File: config.mk
export PLATFORM = sky130hd
export DESIGN_NAME = run_sequencer_flat
export DESIGN_NICKNAME = d
export VERILOG_FILES = /design/src/rtl/run_sequencer_if.sv /design/src/rtl/run_sequencer.sv /design/src/flat_wrapper.sv
export SDC_FILE = /design/constraint.sdc
export NUM_CORES = 1
export LEC_CHECK = 0
export ABC_CLOCK_PERIOD_IN_PS = 1800
export CORE_ASPECT_RATIO = 1.4
export CORE_UTILIZATION = 37
export CTS_CLUSTER_SIZE = 14
export DETAILED_ROUTE_END_ITERATION = 10
export HOLD_SLACK_MARGIN = 0.08
export PLACE_DENSITY_LB_ADDON = 0.05
export SETUP_SLACK_MARGIN = 0.2
export SLEW_MARGIN = 15
export SYNTH_ARGS = -nofsm -noshare
export SYNTH_HDL_FRONTEND = slang
export SYNTH_SLANG_ARGS = --single-unit
File: constraint.sdc
create_clock -name clk -period 1.8 [get_ports clk]
set_input_delay 0.18 -clock clk [delete_from_list [all_inputs] [get_ports clk]]
set_output_delay 0.18 -clock clk [all_outputs]
set_load 0.05 [all_outputs]
File: src/rtl/run_sequencer_if.sv
// Host load/readback bus into the run sequencer's shared data memory port.
// The host is the master; the sequencer grants the access and returns registered read data.
interface run_sequencer_if #(
   parameter int unsigned AddrWidth = 8,
   parameter int unsigned DataWidth = 8
);
   logic                 req;
   logic                 we;
   logic [AddrWidth-1:0] addr;
   logic [DataWidth-1:0] wdata;
   logic                 gnt;
   logic [DataWidth-1:0] rdata;
   logic                 rvalid;

   modport master (
      output req, we, addr, wdata,
      input  gnt, rdata, rvalid
   );

   modport slave (
      input  req, we, addr, wdata,
      output gnt, rdata, rvalid
   );
endinterface

File: src/rtl/run_sequencer.sv
// Sequences one run of the accumulator core and arbitrates the data memory port
// between the host (idle/done) and the core (start/run).
module run_sequencer #(
   parameter int unsigned AddrWidth = 8,
   parameter int unsigned DataWidth = 8,
   parameter int unsigned CntWidth  = 16,
   parameter int unsigned MaxCycles = 4096
) (
   input  logic                 clk,
   input  logic                 reset_n,
   run_sequencer_if.slave       host_mem,
   input  logic                 host_start_i,
   input  logic                 host_abort_i,
   output logic                 core_req_o,
   input  logic                 core_done_i,
   input  logic                 core_mem_we_i,
   input  logic [AddrWidth-1:0] core_mem_addr_i,
   input  logic [DataWidth-1:0] core_mem_wdata_i,
   output logic                 mem_we_o,
   output logic [AddrWidth-1:0] mem_addr_o,
   output logic [DataWidth-1:0] mem_wdata_o,
   input  logic [DataWidth-1:0] mem_rdata_i,
   output logic                 busy_o,
   output logic                 run_done_o,
   output logic                 timeout_o,
   output logic [CntWidth-1:0]  cycle_count_o
);

   typedef enum logic [1:0] {StIdle, StStart, StRun, StDone} state_e;

   localparam logic [CntWidth-1:0] LastCnt = CntWidth'(MaxCycles - 1);

   state_e               state_q, state_d;
   logic [CntWidth-1:0]  cnt_q, cnt_d, cnt_inc;
   logic                 run_done_q, run_done_d;
   logic                 timeout_q, timeout_d;
   logic [DataWidth-1:0] rdata_q;
   logic                 rvalid_q;
   logic                 host_owns;
   logic                 limit_hit;

   assign host_owns = (state_q == StIdle) || (state_q == StDone);
   assign cnt_inc   = (&cnt_q) ? cnt_q : cnt_q + 1'b1;
   assign limit_hit = (MaxCycles != 0) && (cnt_q == LastCnt);

   always_comb begin
      state_d    = state_q;
      cnt_d      = cnt_q;
      run_done_d = run_done_q;
      timeout_d  = timeout_q;
      unique case (state_q)
         StIdle: begin
            if (host_start_i) begin
               state_d    = StStart;
               cnt_d      = '0;
               run_done_d = 1'b0;
               timeout_d  = 1'b0;
            end
         end
         StStart: state_d = StRun;
         StRun: begin
            cnt_d = cnt_inc;
            if (host_abort_i) begin
               state_d = StIdle;
               cnt_d   = '0;
            end else if (core_done_i) begin
               state_d    = StDone;
               run_done_d = 1'b1;
            end else if (limit_hit) begin
               state_d   = StDone;
               timeout_d = 1'b1;
            end
         end
         StDone: begin
            // Abort beats start; both clear the result of the previous run.
            if (host_abort_i || host_start_i) begin
               state_d    = host_abort_i ? StIdle : StStart;
               cnt_d      = '0;
               run_done_d = 1'b0;
               timeout_d  = 1'b0;
            end
         end
         default: state_d = StIdle;
      endcase
   end

   always_comb begin
      host_mem.gnt = host_owns && host_mem.req;
      if (host_owns) begin
         mem_addr_o  = host_mem.addr;
         mem_wdata_o = host_mem.wdata;
         mem_we_o    = host_mem.req && host_mem.we;
      end else begin
         mem_addr_o  = core_mem_addr_i;
         mem_wdata_o = core_mem_wdata_i;
         mem_we_o    = (state_q == StRun) && core_mem_we_i;
      end
   end

   always_ff @(posedge clk or negedge reset_n) begin
      if (!reset_n) begin
         state_q    <= StIdle;
         cnt_q      <= '0;
         run_done_q <= 1'b0;
         timeout_q  <= 1'b0;
         rdata_q    <= '0;
         rvalid_q   <= 1'b0;
      end else begin
         state_q    <= state_d;
         cnt_q      <= cnt_d;
         run_done_q <= run_done_d;
         timeout_q  <= timeout_d;
         rvalid_q   <= host_mem.gnt && !host_mem.we;
         if (host_mem.gnt && !host_mem.we) begin
            rdata_q <= mem_rdata_i;
         end
      end
   end

   assign host_mem.rdata  = rdata_q;
   assign host_mem.rvalid = rvalid_q;
   assign core_req_o      = (state_q == StIdle) || (state_q == StStart);
   assign busy_o          = (state_q == StStart) || (state_q == StRun);
   assign run_done_o      = run_done_q;
   assign timeout_o       = timeout_q;
   assign cycle_count_o   = cnt_q;

endmodule

File: src/flat_wrapper.sv
// flat-port wrapper written by rule: the top's interface ports become plain ports
module run_sequencer_flat 
#(
   parameter int unsigned AddrWidth = 8,
   parameter int unsigned DataWidth = 8,
   parameter int unsigned CntWidth  = 16,
   parameter int unsigned MaxCycles = 4096
)
  (clk, reset_n, host_start_i, host_abort_i, core_req_o, core_done_i, core_mem_we_i, core_mem_addr_i, core_mem_wdata_i, mem_we_o, mem_addr_o, mem_wdata_o, mem_rdata_i, busy_o, run_done_o, timeout_o, cycle_count_o, host_mem_req, host_mem_we, host_mem_addr, host_mem_wdata, host_mem_gnt, host_mem_rdata, host_mem_rvalid);
  run_sequencer_if #(.AddrWidth(AddrWidth), .DataWidth(DataWidth)) host_mem_i ();
  input  logic clk;
  input  logic reset_n;
  input  logic host_start_i;
  input  logic host_abort_i;
  output logic core_req_o;
  input  logic core_done_i;
  input  logic core_mem_we_i;
  input  logic [AddrWidth-1:0] core_mem_addr_i;
  input  logic [DataWidth-1:0] core_mem_wdata_i;
  output logic mem_we_o;
  output logic [AddrWidth-1:0] mem_addr_o;
  output logic [DataWidth-1:0] mem_wdata_o;
  input  logic [DataWidth-1:0] mem_rdata_i;
  output logic busy_o;
  output logic run_done_o;
  output logic timeout_o;
  output logic [CntWidth-1:0] cycle_count_o;
  input wire logic [$bits(host_mem_i.req)-1:0] host_mem_req;
  input wire logic [$bits(host_mem_i.we)-1:0] host_mem_we;
  input wire logic [$bits(host_mem_i.addr)-1:0] host_mem_addr;
  input wire logic [$bits(host_mem_i.wdata)-1:0] host_mem_wdata;
  output wire logic [$bits(host_mem_i.gnt)-1:0] host_mem_gnt;
  output wire logic [$bits(host_mem_i.rdata)-1:0] host_mem_rdata;
  output wire logic [$bits(host_mem_i.rvalid)-1:0] host_mem_rvalid;
  assign host_mem_i.req = host_mem_req;
  assign host_mem_i.we = host_mem_we;
  assign host_mem_i.addr = host_mem_addr;
  assign host_mem_i.wdata = host_mem_wdata;
  assign host_mem_gnt = host_mem_i.gnt;
  assign host_mem_rdata = host_mem_i.rdata;
  assign host_mem_rvalid = host_mem_i.rvalid;
  run_sequencer #(.AddrWidth(AddrWidth), .DataWidth(DataWidth), .CntWidth(CntWidth), .MaxCycles(MaxCycles)) u_core (.clk(clk), .reset_n(reset_n), .host_mem(host_mem_i), .host_start_i(host_start_i), .host_abort_i(host_abort_i), .core_req_o(core_req_o), .core_done_i(core_done_i), .core_mem_we_i(core_mem_we_i), .core_mem_addr_i(core_mem_addr_i), .core_mem_wdata_i(core_mem_wdata_i), .mem_we_o(mem_we_o), .mem_addr_o(mem_addr_o), .mem_wdata_o(mem_wdata_o), .mem_rdata_i(mem_rdata_i), .busy_o(busy_o), .run_done_o(run_done_o), .timeout_o(timeout_o), .cycle_count_o(cycle_count_o));
endmodule
### Word-level counts from Yosys, hierarchy flattened

Cells that the tools add are included.

* bits in registers: 29
* memories: 0
* latch bits: 0
* output and inout port bits: 47
* memory bits (writable): 0
* memory bits (read-only): 0
* bits of input ports: 48

* bitwise operators: 0
* multipliers: 0
* eq/ne operators: 12
* shift operators: 0
* div/mod/pow operators: 0
* mux-type cells: 24
* reductions and logical operators: 16
* magnitude comparators: 0
* add/subtract/negate cells: 1

Operator list (number)
* 16-bit two-way mux: 4
* 16-bit one-hot mux with 3 select lines: 1
* 16-bit by 1-bit adder with 16-bit output (second input constant): 1
* 16-bit by 12-bit equality test with 1-bit output (second input constant): 1
* 8-bit two-way mux: 2
* 16-bit AND reduction: 1
* 2-bit two-way mux: 5
* 2-bit inequality test (second input constant): 5
* 1-bit two-way mux: 9
* 2-bit one-hot mux with 4 select lines: 1
* 1-bit one-hot mux with 3 select lines: 2
* 6-bit AND reduction: 1
* 5-bit AND reduction: 1
* 2-bit equality test (second input constant): 2
* 1-bit logical AND: 4
* 1-bit logical OR: 4
* 4-bit by 3-bit inequality test with 1-bit output (second input constant): 1
* 4-bit AND reduction: 1
* 3-bit inequality test (second input constant): 1
* 3-bit AND reduction: 1
* 3-bit nonzero test: 1
* 2-bit by 1-bit equality test with 1-bit output (second input constant): 1
* 2-bit zero test: 1
* 2-bit by 1-bit inequality test with 1-bit output (second input constant): 1
* 1-bit zero test: 1

### Depth between registers and ports, before layout

Gate-level depths: netlist (run 1).

* depth after elaboration: 5
* mapped depth: 7
* mapped depth without buffers: 6

### Least setup slack after synthesis (run 1)

No wires, ideal clock.

* path type: reg2reg
* start: register u_core.state_q[1]
* end: register u_core.rdata_q[0], in the netlist u_core.host_mem.rdata[0]
* stages on the path, launching flop included: 8
* data arrival time: 2762 ps
* path slack: -1087 ps
* period minus slack after synthesis: 2887 ps
* path buffers: 2
* setup time: 125 ps
* data required time: 1675 ps
* path through: dfrtp_1 -> inv_1 -> ha_1 -> clkbuf_1 -> nor2b_1 -> nor2b_1 -> buf_2 -> mux2_2

* word-level cells in the longest chain between the ends: 4
* elaborated cells on any way between the ends: 5
* classes of those cells: 1 x eq/ne; 4 x reduce/logical

Ends and longest elaborated chain
* from (decl): line run_sequencer.sv:33 `state_e state_q, state_d;`
* from (signal assigned): line run_sequencer.sv:102 `state_q <= StIdle;`
* from (signal assigned): line run_sequencer.sv:109 `state_q <= state_d;`
* 2-bit equality test or 2-bit zero test (tied branches): line run_sequencer.sv:42 `assign host_owns = (state_q == StIdle) || (state_q == StDone);`
* 1-bit logical OR *: line run_sequencer.sv:42
* 1-bit logical AND *: line run_sequencer.sv:88 `host_mem.gnt = host_owns && host_mem.req;`
* named net host_mem_gnt: line flat_wrapper.sv:32 `output wire logic [$bits(host_mem_i.gnt)-1:0] host_mem_gnt;`
* 1-bit logical AND *: line run_sequencer.sv:114 `if (host_mem.gnt && !host_mem.we) begin`
* to (signal assigned): line run_sequencer.sv:115 `rdata_q <= mem_rdata_i;`
* to (decl): line run_sequencer.sv:37 `logic [DataWidth-1:0] rdata_q;`

Mark *: on every way through the listed nets, which the timed path passes. The rest lies on a longest branch.
A chain may end at the register's enable or synchronous reset.

### Final worst setup path (run 1)

* start: register u_core.state_q[1]
* end: output port mem_addr_o[1]

* word-level cells in the longest chain between the ends: 3
* elaborated cells on any way between the ends: 4
* classes of those cells: 1 x eq/ne; 1 x mux; 2 x reduce/logical

Ends and longest elaborated chain
* 2-bit equality test or 2-bit zero test (tied branches): line run_sequencer.sv:42
* 1-bit logical OR *: line run_sequencer.sv:42
* 8-bit two-way mux *: line run_sequencer.sv:89 `if (host_owns) begin`
* to (decl): line flat_wrapper.sv:21 `output logic [AddrWidth-1:0] mem_addr_o;`

Mark *: on every way between the ends. The rest lies on a longest branch, timed or not.

==> results of run 1 <==
[what timing repair did]
item | 4_1_cts | 5_1_grt
gates resized for setup | 71 | 69
endpoints found under the hold margin | 0 | 0
setup endpoints to repair | 62 | 47
pin swaps | 19 | 16
setup buffers | 14 | 27
gates cloned | 5 | 1
[worst reg2reg max path: cells and delay by family, from the launching register on]
kind | cells | cell delay, ns
compound gates | 2 | 0.36
buf+inv | 3 | 0.45
flops | 1 | 0.41
simple gates | 2 | 0.32
fa+ha+maj | 1 | 0.17
[sequential cells by signal, summed over array words and instances (netlist names)]
signal / cells
u_core.cycle_count_o: 16
u_core.host_mem.rdata: 8
u_core.state_q: 2
u_core.host_mem.rvalid: 1
u_core.run_done_o: 1
u_core.timeout_o: 1
[worst paths after layout]
kind / from / end / slack, ns / cells after the start
worst max register to register: u_core.state_q[1] / u_core.cycle_count_o[6] / 0 / 8
worst min register to register: u_core.host_mem.rdata[5] / u_core.host_mem.rdata[5] / 0.51 / 1
min in group clk: mem_rdata_i[6] / u_core.host_mem.rdata[6] / 0.50 / 2
max in group asynchronous: reset_n / u_core.cycle_count_o[4] / 1.22 / 2
worst max-delay path: u_core.state_q[1] / mem_addr_o[1] / -0.10 / 5
worst min-delay path: reset_n / u_core.cycle_count_o[10] / 0.27 / 2
[cell families (layout without fill, tap and decap cells)]
logic type,after synthesis,in the layout,share of synthesized area
muxes,27,27,0.157
AOI/OAI and AO/OA,46,46,0.176
DFF,29,29,0.380
adders and majority gates,6,6,0.0393
and+or+nand+nor,59,60,0.203
buffers and inverters,19,180,0.0446
[power by group through the flow]
| stage | combinational, uW | clock, uW | sequential (uW) |
|---|---|---|---|
| floorplan | 2190 | 0 | 1300 |
| CTS | 4500 | 730 | 869 |
| global route | 5280 | 762 | 894 |
| finish | 5100 | 722 | 884 |
| detailed placement | 3880 | 0 | 898 |
| global placement | 3860 | 0 | 891 |
[synthesized netlist by cell type (2+ instances only)]
cell type | n | share of area
mux2i_1 | 3 | 0.016
a41oi_1 | 3 | 0.014
nand2b_1 | 3 | 0.0098
dfrtp_1 | 29 | 0.38
o32a_1 | 2 | 0.010
and4_2 | 2 | 0.010
a21o_1 | 2 | 0.0079
inv_1 | 6 | 0.012
nor3_1 | 4 | 0.010
or4_1 | 2 | 0.0079
nor2_1 | 3 | 0.0059
ha_1 | 6 | 0.039
clkbuf_1 | 8 | 0.016
nor2b_1 | 3 | 0.0098
o21ai_0 | 8 | 0.021
a2bb2oi_1 | 2 | 0.0092
nand4_1 | 5 | 0.016
nand2_1 | 10 | 0.020
nor4_1 | 10 | 0.033
o31ai_1 | 8 | 0.031
mux2_2 | 24 | 0.14
nand3_1 | 7 | 0.018
a31oi_1 | 10 | 0.033
[routing by layer]
| layer | global-route usage | vias to the layer above | routed length, um |
|---|---|---|---|
| li1 | - | 1058 | - |
| met1 | 0.267 | 1197 | 2900 |
| met2 | 0.496 | 158 | 4440 |
| met3 | 0.0877 | 40 | 630 |
| met4 | 0.152 | 0 | 531 |
| met5 | 0 | - | 0 |
[area by class of cell]
type	count	share of cell area
repair buffers	166	0.387
multi-input cells	139	0.382
flip-flops and latches	29	0.178
clock buffers	6	0.0197
well taps	64	0.0191
clock inverters	2	0.00895
inverters	6	0.00537
[metrics by stage]
stage	setup TNS (ns)	total power [uW]	util	setup WS (ns)	hold slack, ns
5_1_grt	-1.97	6940	0.853	-0.134	0.305
3_3_place_gp	-0.0304	4750	0.656	-0.0304	0.490
6_report	-1.31	6710	0.853	-0.103	0.274
3_5_place_dp	-0.0254	4780	0.656	-0.0188	0.493
2_1_floorplan	-4.34	3490	-	-0.266	-0.116
4_1_cts	-0.537	6100	0.745	-0.0564	0.296
==> impl_metrics.ini, run 1 <==
[grt]
grt_max_degree = 30
antenna_found_initial = 0
grt_pass1_wl_mm = 11.3
grt_overflow = 0
grt_use_total = 0.270
grt_pass1_vias = 2356

[layout]
n_fill_cell = 266
layout_common_cells = 54 x buf_4, 47 x clkdlybuf4s50_1, 31 x buf_6
drive_gt1_frac = 0.598
synthToLayoutAreaGrowth_pct = 120
final_common_cell = buf_4
multi_input_area_mm2 = 0.00160
nNetsFinal = 401
fin_cells = 412
stdcell_area_mm2 = 0.00420
antenna_cells = 0
seq_area_um2 = 746

[cts]
clk_latency_ns = 0.29
clkSinkCount = 29
cts_tree = yes
h-tree-depth = 2
cts_root_buffer = clkbuf_8
cts_hold_buf = 0
numCtsBuffers = 5
cts_buffer_depth = 2
path_clk_slew_ns = 0.07

[die]
dieWidth_um = 62.7
core_area_mm2 = 0.00492
die_y_um = 87.0
fp-row-count = 30
start_util = 0.388
dieArea_mm2 = 0.00545
io_pins = 95

[logic_synthesis]
synth_cell_type_count = 49
yosysWarnings = 0
synthArstFlopShare = 1.00
syn_avg_cell_area_um2 = 10.3
syn_nets = 240
synth-edff-count = 0
ys_seq_area_frac = 0.380
ys.flop_type = dfrtp_1
netlist_area_mm2 = 0.00191
ys_ff_latch = 29
syn_inst = 186

[drt]
remaining_drc_errors = 0
vias = 2453
wire_per_inst_um = 20.6
drtAntennaViolNets = 0
vias_per_cell = 5.95
finalWirelength_mm = 8.50
first_iter_violations = 228
drtPass1Iterations = 4

[critical_path]
crit_family = flip-flops
crit_path_start_kind = register
slowest_stage = dfrtp_1
cp_common_cell = buf_6
path_class = register to primary output
critPathMaxStageDelay_ns = 0.39
crit_required_ns = 1.62
critical_path.max_fanout = 5
cp-end-kind = primary output
arrival_ns = 1.72
path_buf_inv = 3
path_cells = inv_2 > ha_4 > buf_6 > mux2_2 > buf_6

[power]
clkPwrFrac = 0.108
pwr-share-comb = 0.761
leakage_uw = 0.00182
seq_power_share = 0.132
power_density_mw_per_mm2 = 1600
p_sw_uw = 3140
swShare = 0.469
vdd_ir_drop_max_uv = 1770
p_int_uw = 3560

[timing]
report.final.slew_viol_count = 0
tightest_slew_ns = 0.522
finalCriticalPeriod_ns = 1.90
worst_slack_ns = -0.103
setup_viol = 18
clock.fmax_mhz = 526
relSlewSlack = 0.653
finalHoldViolCount = 0
skew_ns = 0.00875
rsz0062_at_grt = yes
post-route-period-util = 1.06

[place]
io_buffers = 94
place.gp.congestion = 0.895
place_area_mm2 = 0.00323
dp.cells = 357
hpwl_mm = 4.65

[job]
maxCapViolations = 0

[outcome]
violations = negative setup slack
outcome = finished, violations left

[worst_hold_path]
hp-class = input port to async pin
Note: power is estimated with default switching activity, not from simulation.
==> run 2: changes to the inputs <==
--- a/config.mk
+++ b/config.mk
@@ -5,15 +5,17 @@
 export SDC_FILE = /design/constraint.sdc
 export NUM_CORES = 1
 export LEC_CHECK = 0
-export ABC_CLOCK_PERIOD_IN_PS = 1800
+export ABC_CLOCK_PERIOD_IN_PS = 2400
+export CELL_PAD_IN_SITES_DETAIL_PLACEMENT = 1
+export CELL_PAD_IN_SITES_GLOBAL_PLACEMENT = 1
 export CORE_ASPECT_RATIO = 1.4
-export CORE_UTILIZATION = 37
+export CORE_UTILIZATION = 32
 export CTS_CLUSTER_SIZE = 14
 export DETAILED_ROUTE_END_ITERATION = 10
 export HOLD_SLACK_MARGIN = 0.08
 export PLACE_DENSITY_LB_ADDON = 0.05
 export SETUP_SLACK_MARGIN = 0.2
-export SLEW_MARGIN = 15
+export SLEW_MARGIN = 0
 export SYNTH_ARGS = -nofsm -noshare
 export SYNTH_HDL_FRONTEND = slang
 export SYNTH_SLANG_ARGS = --single-unit
==> constraint.sdc (replaced) <==
create_clock -name clk -period 2.4 [get_ports clk]
set_input_delay 0.24 -clock clk [delete_from_list [all_inputs] [get_ports clk]]
set_output_delay 0.24 -clock clk [all_outputs]
set_load 0.05 [all_outputs]
==> run 2 against run 1 <==
  * The run now ends clean
  * Design area down 27%
  * Count of clock-buffer cells in the layout shrank 1
  * Worst hold slack better by 0.057 ns
  * Critical endpoint is now mem_wdata_o[6]
==> impl_metrics.ini, run 2 (synthesis results as in run 1) <==
[timing]
post-route-period-util = 0.870
clock.fmax_mhz = 479
skew_ns = 0.0105
fin_setup_tns_ns = 0
relSlewSlack = 0.634
setup_viol = 0
tightest_slew_ns = 0.547
finalCriticalPeriod_ns = 2.09
finalHoldViolCount = 0
report.final.slew_viol_count = 0
rsz0062_at_grt = no

[critical_path]
cp-end-kind = primary output
arrival_ns = 1.85
ff2ff_path_depth = 5
crit_start = u_core.state_q[0]
critPathMaxStageDelay_ns = 0.40
timing.rr.end = u_core.cycle_count_o[13]
rr_startpoint = u_core.cycle_count_o[0]
path_cells = inv_1 > ha_4 > buf_4 > mux2_2 > buf_4
crit_path_start_kind = register
reg2reg_slack_ns = 0.37
crit_family = buffers and inverters
path_class = register to primary output
slowest_stage = dfrtp_1
path_buf_inv = 3
crit_required_ns = 2.16
cp_common_cell = buf_4
critical_path.max_fanout = 9

[cts]
path_clk_slew_ns = 0.08
cts_root_buffer = clkbuf_8
h-tree-depth = 2
clk_latency_ns = 0.29
cts_hold_buf = 0
cts_buffer_depth = 2
cts_tree = yes
numCtsBuffers = 5
clkSinkCount = 29

[place]
io_buffers = 94
hpwl_mm = 5.26
place_area_mm2 = 0.00291
place.gp.congestion = 0.778

[grt]
grt_pass1_vias = 2095
grt_overflow = 0
grt_max_degree = 30
grt_pass1_wl_mm = 10.6
grt_use_total = 0.233
antenna_found_initial = 0

[layout]
final_common_cell = clkdlybuf4s50_1
largest_reg_flops = 16
synthToLayoutAreaGrowth_pct = 60.0
antenna_cells = 0
drive_gt1_frac = 0.276
nNetsFinal = 339
layout_common_cells = 74 x clkdlybuf4s50_1, 30 x buf_4, 26 x dfrtp_1
stdcell_area_mm2 = 0.00305

[drt]
first_iter_violations = 81
vias = 1992
wire_per_inst_um = 18.9
finalWirelength_mm = 6.70
vias_per_cell = 5.63
drtPass1Iterations = 4
remaining_drc_errors = 0
drtAntennaViolNets = 0

[die]
dieWidth_um = 67.3
fp-row-count = 32
core_area_mm2 = 0.00565
start_util = 0.338
die_y_um = 93.4
dieArea_mm2 = 0.00628
io_pins = 95

[power]
pwr-share-comb = 0.683
power_density_mw_per_mm2 = 1250
seq_power_share = 0.177
p_int_uw = 1860
vdd_ir_drop_max_uv = 1020
swShare = 0.511
p_sw_uw = 1950
clkPwrFrac = 0.140
leakage_uw = 0.00124

[job]
maxCapViolations = 0

[worst_hold_path]
hp-class = input port to async pin

[outcome]
outcome = complete, no violations
## run 2: changes by cell type in the layout (fill, tap and decap cells not counted), sizes merged
cell | before | now
clkdlybuf4s50 | 47 | 74
clkinv | 0 | 1
dlygate4sd2 | 20 | 1
buf | 99 | 30
or4 | 4 | 3
clkbuf | 6 | 5
## run 2: power by group through the flow
stage / registers, uW / clock network (uW) / logic, uW
2_1_floorplan: 970 / 0 / 1510
3_3_place_gp: 675 / 0 / 2540
3_5_place_dp: 685 / 0 / 2560
4_1_cts: 676 / 545 / 2560
5_1_grt: 689 / 567 / 2740
6_report: 675 / 533 / 2600
## run 2: worst max path at each step
stage / end / slack [ns] / depth (start not counted)
detailed placement: u_core.cycle_count_o[13] / 0.24 / 6
finish: mem_wdata_o[6] / 0.31 / 5
global placement: u_core.cycle_count_o[13] / 0.28 / 6
global route: u_core.cycle_count_o[13] / 0.23 / 5
CTS: mem_wdata_o[7] / 0.23 / 4
floorplan: u_core.host_mem.rdata[0] / 0.24 / 7
## run 2: final cells by class
cell class                 count  area (um2)
clock inverter                 3        46.3
inverter                       6        22.5
multi-input combinational    138        1130
sequential                    29         729
timing repair buffer         105         975
tap                           68        85.1
clock buffer                   5        68.8
fill                         648        2590
## run 2: timing repair
item / in CTS / in global routing
resized for setup: 1 / 2
pin swaps: 0 / 0
cloned: 0 / 0
endpoints found under the setup margin: 1 / 23
setup buffers: 0 / 3
## run 2: through the flow
| stage | worst slack, ns | hold WS [ns] | power [uW] | instances | util |
|---|---|---|---|---|---|
| CTS | 0.231 | 0.350 | 3780 | 351 | 0.535 |
| floorplan | 0.244 | -0.0556 | 2480 | 186 | - |
| finish | 0.313 | 0.331 | 3810 | 354 | 0.541 |
| detailed placement | 0.241 | 0.496 | 3240 | 343 | 0.515 |
| global route | 0.232 | 0.370 | 3990 | 354 | 0.541 |
| global placement | 0.283 | 0.489 | 3210 | 343 | 0.515 |
## run 2: per-layer routing
layer,global-route usage,share of wire,vias to the layer above
li1,-,-,927
met1,0.236,0.37,961
met2,0.420,0.53,91
met3,0.0744,0.072,13
met4,0.0993,0.027,0
met5,0,0,-
## run 2: worst reg2reg max path, stage by stage, from the launching register on
cell and delay (ns):
dfrtp_2 0.41, ha_1 0.29, nand4_4 0.18, or4_4 0.64, nand2_1 0.21, o221ai_1 0.15
==> run 3: changes to the inputs <==
--- a/config.mk
+++ b/config.mk
@@ -15,7 +15,7 @@
 export HOLD_SLACK_MARGIN = 0.08
 export PLACE_DENSITY_LB_ADDON = 0.05
 export SETUP_SLACK_MARGIN = 0.2
-export SLEW_MARGIN = 0
+export SLEW_MARGIN = 40
 export SYNTH_ARGS = -nofsm -noshare
 export SYNTH_HDL_FRONTEND = slang
 export SYNTH_SLANG_ARGS = --single-unit
==> results of run 3 <==
Same layout as run 2: the final DEF is identical, and so are final timing and power.
